==> src/rtl/toy_mem_arb_pkg.sv <==
// Shared types and defaults for the RISC_TOY unified-memory arbiter.
// Holds the FSM state encoding, the port-select encoding and the default sizes.
package toy_mem_pkg;

    typedef enum logic [2:0] {
        ST_IDLE = 3'd0,
        ST_CMD  = 3'd1,
        ST_CAPT = 3'd2,
        ST_WAIT = 3'd3,
        ST_DONE = 3'd4
    } state_t;

    localparam logic PORT_I = 1'b0;
    localparam logic PORT_D = 1'b1;

    localparam int DEF_AW   = 10;
    localparam int DEF_DW   = 32;
    localparam int DEF_WAIT = 0;

endpackage

==> src/rtl/toy_mem_arb_if.sv <==
// Core-side instruction/data ports plus the SRAM pins of the unified-memory arbiter.
// Handshake: a requester raises IREQ/DREQ with address (and write data) stable and keeps it
// high until the one-cycle IRDY/DRDY pulse, then drops it in the following cycle.
interface toy_mem_arb_if #(
    parameter int AW = 10,
    parameter int DW = 32
);
    logic          IREQ;
    logic [29:0]   IADDR;
    logic [DW-1:0] INSTR;
    logic          IRDY;

    logic          DREQ;
    logic          DRW;
    logic [29:0]   DADDR;
    logic [DW-1:0] DWDATA;
    logic [DW-1:0] DRDATA;
    logic          DRDY;

    logic          MCSN;
    logic          MWEN;
    logic [AW-1:0] MA;
    logic [DW-1:0] MDI;
    logic [DW-1:0] MDOUT;

    modport slave (
        input  IREQ, IADDR, DREQ, DRW, DADDR, DWDATA, MDOUT,
        output INSTR, IRDY, DRDATA, DRDY, MCSN, MWEN, MA, MDI
    );

    modport master (
        output IREQ, IADDR, DREQ, DRW, DADDR, DWDATA, MDOUT,
        input  INSTR, IRDY, DRDATA, DRDY, MCSN, MWEN, MA, MDI
    );

endinterface

==> src/rtl/toy_mem_arb_rr_arb2.sv <==
// Two-requester arbiter: fixed data priority or round-robin on conflict.
// The last-grant register starts at "data", so the first round-robin conflict favours instruction.
module toy_rr_arb2
    import toy_mem_pkg::*;
(
    input  logic clk,
    input  logic rst,
    input  logic i_rr,
    input  logic i_req_i,
    input  logic i_req_d,
    input  logic i_update,
    output logic o_grant
);
    logic r_last;

    always_comb begin
        o_grant = PORT_I;
        if (i_req_i && i_req_d)
            o_grant = i_rr ? ~r_last : PORT_D;
        else if (i_req_d)
            o_grant = PORT_D;
    end

    always_ff @(posedge clk) begin
        if (rst)
            r_last <= PORT_D;
        else if (i_update)
            r_last <= o_grant;
    end

endmodule

==> src/rtl/toy_mem_arb.sv <==
// Unified-memory arbiter: merges instruction fetch and data ports onto one single-port SRAM
// with a fixed per-access sequence IDLE -> CMD -> CAPT -> (WAIT) -> DONE.
module toy_mem_arb
    import toy_mem_pkg::*;
#(
    parameter int AW   = DEF_AW,
    parameter int DW   = DEF_DW,
    parameter int WAIT = DEF_WAIT,
    parameter int RR   = 0
) (
    input  logic          CLK,
    input  logic          RST,
    toy_mem_arb_if.slave  bus,
    output state_t        o_dbg_state
);
    localparam logic [3:0] WAIT_M1 = (WAIT > 0) ? 4'(WAIT - 1) : 4'd0;

    state_t        r_state;
    state_t        w_next;
    logic          r_port;
    logic          r_we;
    logic [3:0]    r_cnt;
    logic          r_mcsn;
    logic          r_mwen;
    logic [AW-1:0] r_ma;
    logic [DW-1:0] r_mdi;
    logic [DW-1:0] r_instr;
    logic [DW-1:0] r_drdata;

    logic w_any_req;
    logic w_take;
    logic w_grant;
    logic w_grant_wr;

    assign w_any_req  = bus.IREQ || bus.DREQ;
    assign w_take     = (r_state == ST_IDLE) && w_any_req;
    assign w_grant_wr = (w_grant == PORT_D) && bus.DRW;

    toy_rr_arb2 u_arb (
        .clk      (CLK),
        .rst      (RST),
        .i_rr     (RR != 0),
        .i_req_i  (bus.IREQ),
        .i_req_d  (bus.DREQ),
        .i_update (w_take),
        .o_grant  (w_grant)
    );

    always_comb begin
        w_next = r_state;
        case (r_state)
            ST_IDLE: if (w_any_req) w_next = ST_CMD;
            ST_CMD:  w_next = ST_CAPT;
            ST_CAPT: w_next = (WAIT > 0) ? ST_WAIT : ST_DONE;
            ST_WAIT: if (r_cnt == 4'd0) w_next = ST_DONE;
            ST_DONE: w_next = ST_IDLE;
            default: w_next = ST_IDLE;
        endcase
    end

    // Strobe pins are loaded on the grant edge so they are registered yet active during CMD.
    always_ff @(posedge CLK) begin
        if (RST) begin
            r_state  <= ST_IDLE;
            r_port   <= PORT_I;
            r_we     <= 1'b0;
            r_cnt    <= 4'd0;
            r_mcsn   <= 1'b1;
            r_mwen   <= 1'b1;
            r_ma     <= '0;
            r_mdi    <= '0;
            r_instr  <= '0;
            r_drdata <= '0;
        end else begin
            r_state <= w_next;
            case (r_state)
                ST_IDLE: begin
                    if (w_any_req) begin
                        r_port <= w_grant;
                        r_we   <= w_grant_wr;
                        r_mcsn <= 1'b0;
                        r_mwen <= ~w_grant_wr;
                        r_ma   <= (w_grant == PORT_D) ? bus.DADDR[AW+1:2] : bus.IADDR[AW+1:2];
                        if (w_grant == PORT_D)
                            r_mdi <= bus.DWDATA;
                    end
                end
                ST_CMD: begin
                    r_mcsn <= 1'b1;
                    r_mwen <= 1'b1;
                end
                ST_CAPT: begin
                    if (r_port == PORT_I)
                        r_instr <= bus.MDOUT;
                    else if (!r_we)
                        r_drdata <= bus.MDOUT;
                    if (WAIT > 0)
                        r_cnt <= WAIT_M1;
                end
                ST_WAIT: begin
                    if (r_cnt != 4'd0)
                        r_cnt <= r_cnt - 4'd1;
                end
                default: ;
            endcase
        end
    end

    assign bus.MCSN   = r_mcsn;
    assign bus.MWEN   = r_mwen;
    assign bus.MA     = r_ma;
    assign bus.MDI    = r_mdi;
    assign bus.INSTR  = r_instr;
    assign bus.DRDATA = r_drdata;
    assign bus.IRDY   = (r_state == ST_DONE) && (r_port == PORT_I);
    assign bus.DRDY   = (r_state == ST_DONE) && (r_port == PORT_D);
    assign o_dbg_state = r_state;

endmodule

==> src/flat_wrapper.sv <==
// flat-port wrapper written by rule: the top's interface ports become plain ports
module toy_mem_arb_flat import toy_mem_pkg::*;
#(
    parameter int AW   = DEF_AW,
    parameter int DW   = DEF_DW,
    parameter int WAIT = DEF_WAIT,
    parameter int RR   = 0
)
  (CLK, RST, o_dbg_state, bus_IREQ, bus_IADDR, bus_DREQ, bus_DRW, bus_DADDR, bus_DWDATA, bus_MDOUT, bus_INSTR, bus_IRDY, bus_DRDATA, bus_DRDY, bus_MCSN, bus_MWEN, bus_MA, bus_MDI);
  toy_mem_arb_if #(.AW(AW), .DW(DW)) bus_i ();
  input  logic CLK;
  input  logic RST;
  output state_t o_dbg_state;
  input wire logic [$bits(bus_i.IREQ)-1:0] bus_IREQ;
  input wire logic [$bits(bus_i.IADDR)-1:0] bus_IADDR;
  input wire logic [$bits(bus_i.DREQ)-1:0] bus_DREQ;
  input wire logic [$bits(bus_i.DRW)-1:0] bus_DRW;
  input wire logic [$bits(bus_i.DADDR)-1:0] bus_DADDR;
  input wire logic [$bits(bus_i.DWDATA)-1:0] bus_DWDATA;
  input wire logic [$bits(bus_i.MDOUT)-1:0] bus_MDOUT;
  output wire logic [$bits(bus_i.INSTR)-1:0] bus_INSTR;
  output wire logic [$bits(bus_i.IRDY)-1:0] bus_IRDY;
  output wire logic [$bits(bus_i.DRDATA)-1:0] bus_DRDATA;
  output wire logic [$bits(bus_i.DRDY)-1:0] bus_DRDY;
  output wire logic [$bits(bus_i.MCSN)-1:0] bus_MCSN;
  output wire logic [$bits(bus_i.MWEN)-1:0] bus_MWEN;
  output wire logic [$bits(bus_i.MA)-1:0] bus_MA;
  output wire logic [$bits(bus_i.MDI)-1:0] bus_MDI;
  assign bus_i.IREQ = bus_IREQ;
  assign bus_i.IADDR = bus_IADDR;
  assign bus_i.DREQ = bus_DREQ;
  assign bus_i.DRW = bus_DRW;
  assign bus_i.DADDR = bus_DADDR;
  assign bus_i.DWDATA = bus_DWDATA;
  assign bus_i.MDOUT = bus_MDOUT;
  assign bus_INSTR = bus_i.INSTR;
  assign bus_IRDY = bus_i.IRDY;
  assign bus_DRDATA = bus_i.DRDATA;
  assign bus_DRDY = bus_i.DRDY;
  assign bus_MCSN = bus_i.MCSN;
  assign bus_MWEN = bus_i.MWEN;
  assign bus_MA = bus_i.MA;
  assign bus_MDI = bus_i.MDI;
  toy_mem_arb #(.AW(AW), .DW(DW), .WAIT(WAIT), .RR(RR)) u_core (.CLK(CLK), .RST(RST), .bus(bus_i), .o_dbg_state(o_dbg_state));
endmodule
==> config.mk <==
export PLATFORM = sky130hd
export DESIGN_NAME = toy_mem_arb_flat
export DESIGN_NICKNAME = d
export VERILOG_FILES = /design/src/rtl/toy_mem_arb_pkg.sv /design/src/rtl/toy_mem_arb_if.sv /design/src/rtl/toy_mem_arb_rr_arb2.sv /design/src/rtl/toy_mem_arb.sv /design/src/flat_wrapper.sv
export SDC_FILE = /design/constraint.sdc
export NUM_CORES = 1
export LEC_CHECK = 0
export CAP_MARGIN = 5
export CORE_MARGIN = 2
export CORE_UTILIZATION = 34
export CTS_BUF_LIST = sky130_fd_sc_hd__clkbuf_16
export CTS_CLUSTER_SIZE = 20
export DETAILED_ROUTE_END_ITERATION = 12
export HOLD_SLACK_MARGIN = 0.08
export PLACE_DENSITY = 0.74
export REMOVE_ABC_BUFFERS = 1
export SYNTH_ARGS = -nofsm -noshare
export SYNTH_HDL_FRONTEND = slang
export SYNTH_SLANG_ARGS = --single-unit
==> constraint.sdc <==
create_clock -name CLK -period 1.4 [get_ports CLK]
set_input_delay 0.28 -clock CLK [delete_from_list [all_inputs] [get_ports CLK]]
set_output_delay 0.28 -clock CLK [all_outputs]
set_load 0.02 [all_outputs]
# == Yosys cells after proc, flatten, opt, wreduce, memory -nomap -nowiden ==
# Cells that the tools add are included.
# totals
register_bits,117
latchBits,0
ram_bits,0
rom_bits,0
memories,0
# classes
addsub,1
n_mul,0
n_div,0
magnitude_cmp,0
eq_ne,6
shift,0
n_mux,10
bitwise_logic,3
n_reduce_logical,16
# op_table
cell,n
$pmux 3 s4,1
$mux 10,1
$reduce_and 2->1,5
$eq 3x2->1 const B,2
$mux 3,2
$reduce_and 3->1,2
$logic_and 1x1->1,4
$logic_not 4->1,1
$mux 1,4
$ne 2x1->1 const B,2
$pmux 1 s2,2
$reduce_bool 4->1,1
$sub 4x1->4 const B,1
$eq 3x1->1 const B,1
$eq 3x3->1 const B,1
$logic_not 3->1,1
$not 1->1,3
$reduce_bool 2->1,1
$logic_or 1x1->1,1

# == Depth between registers and ports, before layout ==
# Gate-level depths: netlist of run 1.
# depth
ltp_word,6
depth_mapped,6

# == Hierarchy ==
# From an unflattened synthesis of run 1, not the netlist that was laid out.
# unflattened
hier_cells,544
hier_area_um2,4613.2
# modules_own_cells
mod,n_inst,cells_per_inst,area_each_um2,seq_area_each_um2
toy_mem_arb,1,539,4563.1,2342.2
toy_rr_arb2,1,5,50.0,20.0

# == Least setup slack after synthesis of run 1 ==
# Ideal clock, no wire load.
# synth_path
kind,register to output
from,"register u_core.r_state[1], in the netlist u_core.o_dbg_state[1]"
to,output bus_IRDY
arrival_time_ps,1607
slack_ps,-487
stages_incl_launch_ff,4
cell_sequence,dfxtp_1 -> buf_2 -> clkbuf_1 -> nor4b_1
# synth_via
elab_chain_cells,2
# synth_rtl
element,line_no,source
"start, declared",toy_mem_arb.sv:18,state_t r_state;
"start signal, assigned",toy_mem_arb.sv:75,r_state <= w_next;
$eq 3x3->1,toy_mem_arb.sv:115,assign bus.IRDY = (r_state == ST_DONE) && (r_port == PORT_I);
$logic_and 1x1->1,toy_mem_arb.sv:115,
"end, declared",flat_wrapper.sv:22,output wire logic [$bits(bus_i.IRDY)-1:0] bus_IRDY;
# No other way between the ends.

# == Final worst setup path of run 1 ==
# layout_path
from,"register u_core.r_state[0], in the netlist u_core.o_dbg_state[0]"
to,"register u_core.r_mdi[8], in the netlist u_core.bus.MDI[8]"
# layout_via
elab_chain_cells,2
# layout_rtl
element,line_no,source
$logic_not 3->1,--,
$reduce_and 3->1 (no line),--,
"end signal, assigned",toy_mem_arb.sv:85,r_mdi <= bus.DWDATA;
"end, declared",toy_mem_arb.sv:26,logic [DW-1:0] r_mdi;
# No other way between the ends.
# A chain may end at the register's enable or synchronous reset.

==> results.yml, run 1 <==
run_status:
  status: "finished with violations"
  violations: "setup timing"
route:
  via_count: 4862
  routed_wl_um: 15800
  drtAntennaViolNets: 0
  routed_via_density: 5.10
  drc_errors: 0
  first_pass_iters: 5
  wire_per_inst_um: 16.6
  drt_iter0_drc: 365
final_layout:
  fin_util_pct: 60.3
  multi_input_area_sq_um: 2250
  fillers: 1129
  nets: 897
  antennaDiodeCount: 0
  syn2layout_area_growth_pct: 75.1
  final-seq-area_sq_um: 2360
  drive_above_1_share_pct: 25.9
worst_setup_path:
  critical_path_class: "flop to flop"
  ff2ff_path_depth: 5
  crit_buf_inv: 2
  required_ns: 1.68
  cpLargestDelayFamily: "simple AND/OR/NAND/NOR gates"
  crit_slowest_cell: "or4b_4"
  startpoint_type: "flop"
  end_kind: "flop"
  critPathArrivalTime_ns: 1.87
  crit_cells: 5
  reg2reg_slack_ns: -0.18
  critical_path.cell_chain: "buf_12 > or4b_4 > clkbuf_16 > nand2_1 > a21oi_1"
  critPathMaxStageDelay_ns: 0.59
  path_max_fanout: 16
flow_run:
  max_cap_viol_count: 0
clocking:
  ctsHoldBuffers: 0
  clock_latency_ns: 0.42
  path_clk_slew_ns: 0.05
  cts_tree: "done"
  htree_levels: 4
  cts_buffers: 17
  cts_root_buf: "clkbuf_16"
  cts_sinks: 117
  cts_max_path_buffers: 2
synthesis:
  yosysTopAreaCell: "dfxtp_1"
  synth_area_leaders: "dfxtp_1 (52%), a21oi_1 (13%), nand2_1 (11%)"
  ys_seq_area_share_pct: 52.0
  synth_top_area_share_pct: 52.0
  yosys_warnings: 0
  synthCells: 530
  synth-seq-cells: 117
  synth.cell_area_sq_um: 4500
  synth.distinct_cells: 30
  avgSynthCellArea_sq_um: 8.50
global_route:
  antenna_found_initial: 0
  overflow: 0
  grtUsageTotal_pct: 20.8
  grt_pass1_vias: 4699
  grt_pass1_wl_um: 23200
  grt_max_degree: 53
timing:
  setup_slack_ns: -0.183
  hold_violations: 0
  rsz0062_at_grt: "true"
  timing.fmax_mhz: 632
  clock_skew_ns: 0.00670
  fin_hold_ws_ns: 0.176
  setup_viol: 115
  period_needed_ns: 1.58
  finalMaxSlewViolations: 0
  min_period_over_period_pct: 113
  slew_headroom_pct: 65.6
  tightest_slew_ns: 0.516
min_path:
  min_path_type: "input pin to flop"
  hold_depth: 2
power_and_ir_drop:
  leakage_nw: 3.11
  p_per_area_nw_per_um2: 1130
  peakVddDrop_v: 0.000674
die:
  ios: 242
  die_area_sq_um: 14200
  core-area_sq_um: 13100
  initial_core_util_pct: 34.4
  fp.dieW_um: 119
  core.rowCount: 42
  die_h_um: 119
placement:
  place_hpwl_um: 9610
  gp_congestion: 0.745
  portBuffers: 201
[stage by stage]
step,worst slack [ns],TNS [ns],area (sq um),cells,power (mW)
6_report,-0.183,-13.37,7890,953,8.92
5_1_grt,-0.194,-17.23,7890,953,9.27
4_1_cts,-0.209,-11.45,7480,942,8.78
3_5_place_dp,-0.374,-29.99,6760,894,5.16
3_3_place_gp,-0.343,-26.05,6760,894,5.12
2_1_floorplan,-1.22,-101.75,4240,485,4.25
[cells in the final DEF (no fill, tap or decap), drive strengths merged]
cell type      instances
nand2                131
dfxtp                117
a21oi                113
clkdlybuf4s50         87
buf                   61
clkdlybuf4s15         53
clkbuf                41
o21ai                 39
dlygate4sd2           34
nand3                 32
a211oi                11
mux2i                 10
clkinv                10
inv                    8
or4b                   6
nor4b                  5
or3                    3
nor2                   3
or4                    2
nor3b                  2
or2                    2
and4                   1
a2111oi                1
nand3b                 1
nor3                   1
and2                   1
o31a                   1
ha                     1
[sequential cells by signal, summed over array words and instances (netlist names)]
signal	flops
u_core.bus.DRDATA	32
u_core.bus.MWEN	1
u_core.bus.MDI	32
u_core.r_port	1
u_core.o_dbg_state	3
u_core.bus.MCSN	1
u_core.r_cnt	4
u_core.bus.INSTR	32
u_core.r_we	1
u_core.bus.MA	10
[cell type report]
type	instances	share of cell area [%]
clock inverter	12	0.650
clock buffer	17	5.39
multi-input combinational	366	28.5
inverter	6	0.317
timing repair buffer	259	32.4
tap	176	2.79
sequential	117	29.9
[synthesized netlist by cell type]
master / count
a211oi_1: 11
nand3_1: 32
nor2_1: 1
o21ai_0: 15
and2_1: 1
nor3_2: 1
or4b_4: 1
o21ai_1: 24
nor4b_1: 2
clkbuf_1: 20
nor3b_1: 2
buf_6: 11
mux2i_1: 10
buf_2: 14
nand3b_4: 1
and4_2: 1
a21oi_1: 113
a2111oi_0: 1
nor2_2: 1
inv_1: 6
nand2_1: 131
o31a_1: 1
or3_1: 2
or2_2: 2
or3_4: 1
ha_1: 1
or4_1: 2
nor4b_4: 3
dfxtp_1: 117
or4b_1: 2
[layer usage]
layer	share of wire (%)	up-vias	global-route usage, %
met2	49	204	34.5
met5	0	-	0
met4	2.9	0	9.90
li1	-	2312	-
met3	8.7	43	8.29
met1	40	2303	23.2
[timing repair]
item / CTS / global route
resized for setup: 199 / 186
cloned: 7 / 6
endpoints found under the setup margin: 228 / 173
setup buffers: 12 / 8
hold endpoints to repair: 0 / 0
pin swaps: 19 / 35
[final timing paths]
check                                            from                 to
worst max-delay path            u_core.o_dbg_state[0]  u_core.bus.MDI[8]
worst min register to register      u_core.bus.MDI[4]  u_core.bus.MDI[4]
worst min-delay path                              RST    u_core.r_cnt[3]
worst max register to register  u_core.o_dbg_state[0]  u_core.bus.MDI[8]
[power breakdown]
group,internal [mW],total [mW],switching [mW]
Combinational,0.846,1.77,0.927
Sequential,3.50,3.61,0.109
Clock,2.15,3.53,1.38
[cell families (layout without fill, tap and decap cells)]
kind of cell             count (synthesis)  after routing  synth area share [%]
flip-flops                             117            117                  52.0
buffers and inverters                   51            294                  6.47
AO/OA/AOI/OAI                          165            165                  19.1
multiplexers                            10             10                  2.22
adder cells (fa/ha/maj)                  1              1                 0.278
AND/OR/NAND/NOR                        186            190                  19.9
Note: power is estimated with default switching activity, not from simulation.
==> run 2: changes to the inputs <==
--- a/config.mk
+++ b/config.mk
@@ -5,7 +5,7 @@
 export SDC_FILE = /design/constraint.sdc
 export NUM_CORES = 1
 export LEC_CHECK = 0
-export CAP_MARGIN = 5
+export CAP_MARGIN = 15
 export CORE_MARGIN = 2
 export CORE_UTILIZATION = 34
 export CTS_BUF_LIST = sky130_fd_sc_hd__clkbuf_16
==> results of run 2 <==
The final DEF is identical to that of run 1; final timing and power are the same.
==> run 3: changes to the inputs <==
--- a/config.mk
+++ b/config.mk
@@ -6,10 +6,10 @@
 export NUM_CORES = 1
 export LEC_CHECK = 0
 export CAP_MARGIN = 15
-export CORE_MARGIN = 2
+export CORE_MARGIN = 5
 export CORE_UTILIZATION = 34
 export CTS_BUF_LIST = sky130_fd_sc_hd__clkbuf_16
-export CTS_CLUSTER_SIZE = 20
+export CTS_CLUSTER_SIZE = 10
 export DETAILED_ROUTE_END_ITERATION = 12
 export HOLD_SLACK_MARGIN = 0.08
 export PLACE_DENSITY = 0.74
==> results.yml, run 3 (same netlist as run 1, synthesis figures left out) <==
worst_setup_path:
  r2r_start: "u_core.o_dbg_state[2]"
  required_ns: 1.68
  startpoint_type: "flop"
  ff2ff_path_depth: 5
  path_max_fanout: 16
  reg2reg_slack_ns: -0.23
  critPathArrivalTime_ns: 1.92
  reg2reg_to: "u_core.bus.MDI[9]"
  critical_path_class: "flop to flop"
  end_kind: "flop"
timing:
  setup_slack_ns: -0.232
  timing.fmax_mhz: 613
  tightest_slew_ns: 0.490
  rsz0062_at_grt: "true"
  setup_tns_ns: -15.46
  min_period_over_period_pct: 117
  period_needed_ns: 1.63
  slew_headroom_pct: 67.3
  finalMaxSlewViolations: 0
  fin_hold_ws_ns: 0.178
  clock_skew_ns: 0.00510
  hold_violations: 0
  setup_viol: 106
placement:
  gp_congestion: 0.795
  post-place-cells: 896
  portBuffers: 201
  pre_cts_ws_ns: -0.401
  dpl_cell_area_sq_um: 6820
  place_hpwl_um: 10400
die:
  ios: 242
  die_h_um: 125
  fp.dieW_um: 125
  die_area_sq_um: 15700
  core.rowCount: 42
  initial_core_util_pct: 34.3
  core-area_sq_um: 13100
route:
  drtAntennaViolNets: 0
  routed_wl_um: 16100
  drc_errors: 0
  wire_per_inst_um: 16.9
  first_pass_iters: 4
  via_count: 4808
  routed_via_density: 5.03
  drt_iter0_drc: 273
clocking:
  cts_root_buf: "clkbuf_16"
  cts_tree: "done"
  path_clk_slew_ns: 0.05
  cts_max_path_buffers: 2
  cts_buffers: 17
  clock_latency_ns: 0.41
  htree_levels: 4
  cts_sinks: 117
min_path:
  hold_end: "u_core.r_cnt[0]"
  min_path_type: "input pin to flop"
  hold_depth: 2
  min-delay-start: "RST"
final_layout:
  fin_cells: 955
  fin_util_pct: 61.0
  most-common-layout-cells: "nand2_1 (116), dfxtp_1 (111), a21oi_1 (93)"
  drive_above_1_share_pct: 26.8
  fin_area_sq_um: 8010
  antennaDiodeCount: 0
  fillers: 1125
  nets: 896
  syn2layout_area_growth_pct: 77.8
  final_common_cell: "nand2_1"
power_and_ir_drop:
  leakage_nw: 3.27
  peakVddDrop_v: 0.000740
  finalPower_mw: 9.81
  p_per_area_nw_per_um2: 1220
global_route:
  grt_pass1_vias: 4685
  overflow: 0
  grt_max_degree: 60
  grtUsageTotal_pct: 18.9
  grt_pass1_wl_um: 23900
  antenna_found_initial: 0
run_status:
  violations: "setup timing"
  status: "finished with violations"
flow_run:
  max_cap_viol_count: 0
[run 3: changes by cell type in the layout (fill, tap and decap cells not counted), sizes merged, moves of 2 or more]
cell and delta:
clkbuf +13, clkdlybuf4s15 -13, bufinv +4, clkinv -4, dlygate4sd2 +3, or4b -3
buf -2, inv +2
[run 3: worst max path at each step]
| stage | startpoint | end | slack [ns] | cells after the start |
|---|---|---|---|---|
| after floorplan | u_core.o_dbg_state[1] | bus_DRDY | -1.22 | 2 |
| after global placement | bus_DREQ | u_core.bus.MDI[27] | -0.37 | 5 |
| after detailed placement | bus_DREQ | u_core.bus.MDI[18] | -0.40 | 5 |
| after CTS | u_core.o_dbg_state[0] | bus_IRDY | -0.18 | 2 |
| after global routing | u_core.o_dbg_state[0] | u_core.bus.DRDATA[22] | -0.25 | 7 |
| final | u_core.o_dbg_state[2] | u_core.bus.MDI[9] | -0.23 | 5 |
[run 3: timing repair]
action                                  CTS  global route
gates cloned                              2             9
gates resized for setup                 212           164
pin swaps                                15            47
buffers inserted                          3            15
hold buffers                              0             0
endpoints found under the setup margin  227           179
[run 3: cell type report]
cell class | instances | area, sq um | share of cell area [%]
flip-flops and latches | 117 | 2360 | 29.4
inverters | 6 | 25.0 | 0.313
well taps | 176 | 220 | 2.75
clock buffers | 17 | 425 | 5.31
repair buffers | 261 | 2600 | 32.5
clock inverters | 15 | 173 | 2.16
multi-input cells | 363 | 2210 | 27.5
[run 3: critical path, stage by stage, from the launching register on]
cell and delay [ns]:
dfxtp_4 0.36, buf_12 0.13, or4b_4 0.62, clkbuf_16 0.22, nand2_1 0.09, a21oi_1 0.07
[run 3: power breakdown]
group	leakage, nW	internal [mW]	switching (mW)
Combinational	2.01	0.874	0.941
Sequential	0.956	3.50	0.111
Clock	0.311	2.92	1.46
[run 3: metal layers]
metal  wire length, um  track usage [%]
met1              6090             20.3
met2              8000             31.5
met3              1630             8.91
met4               402             9.06
met5                 0                0
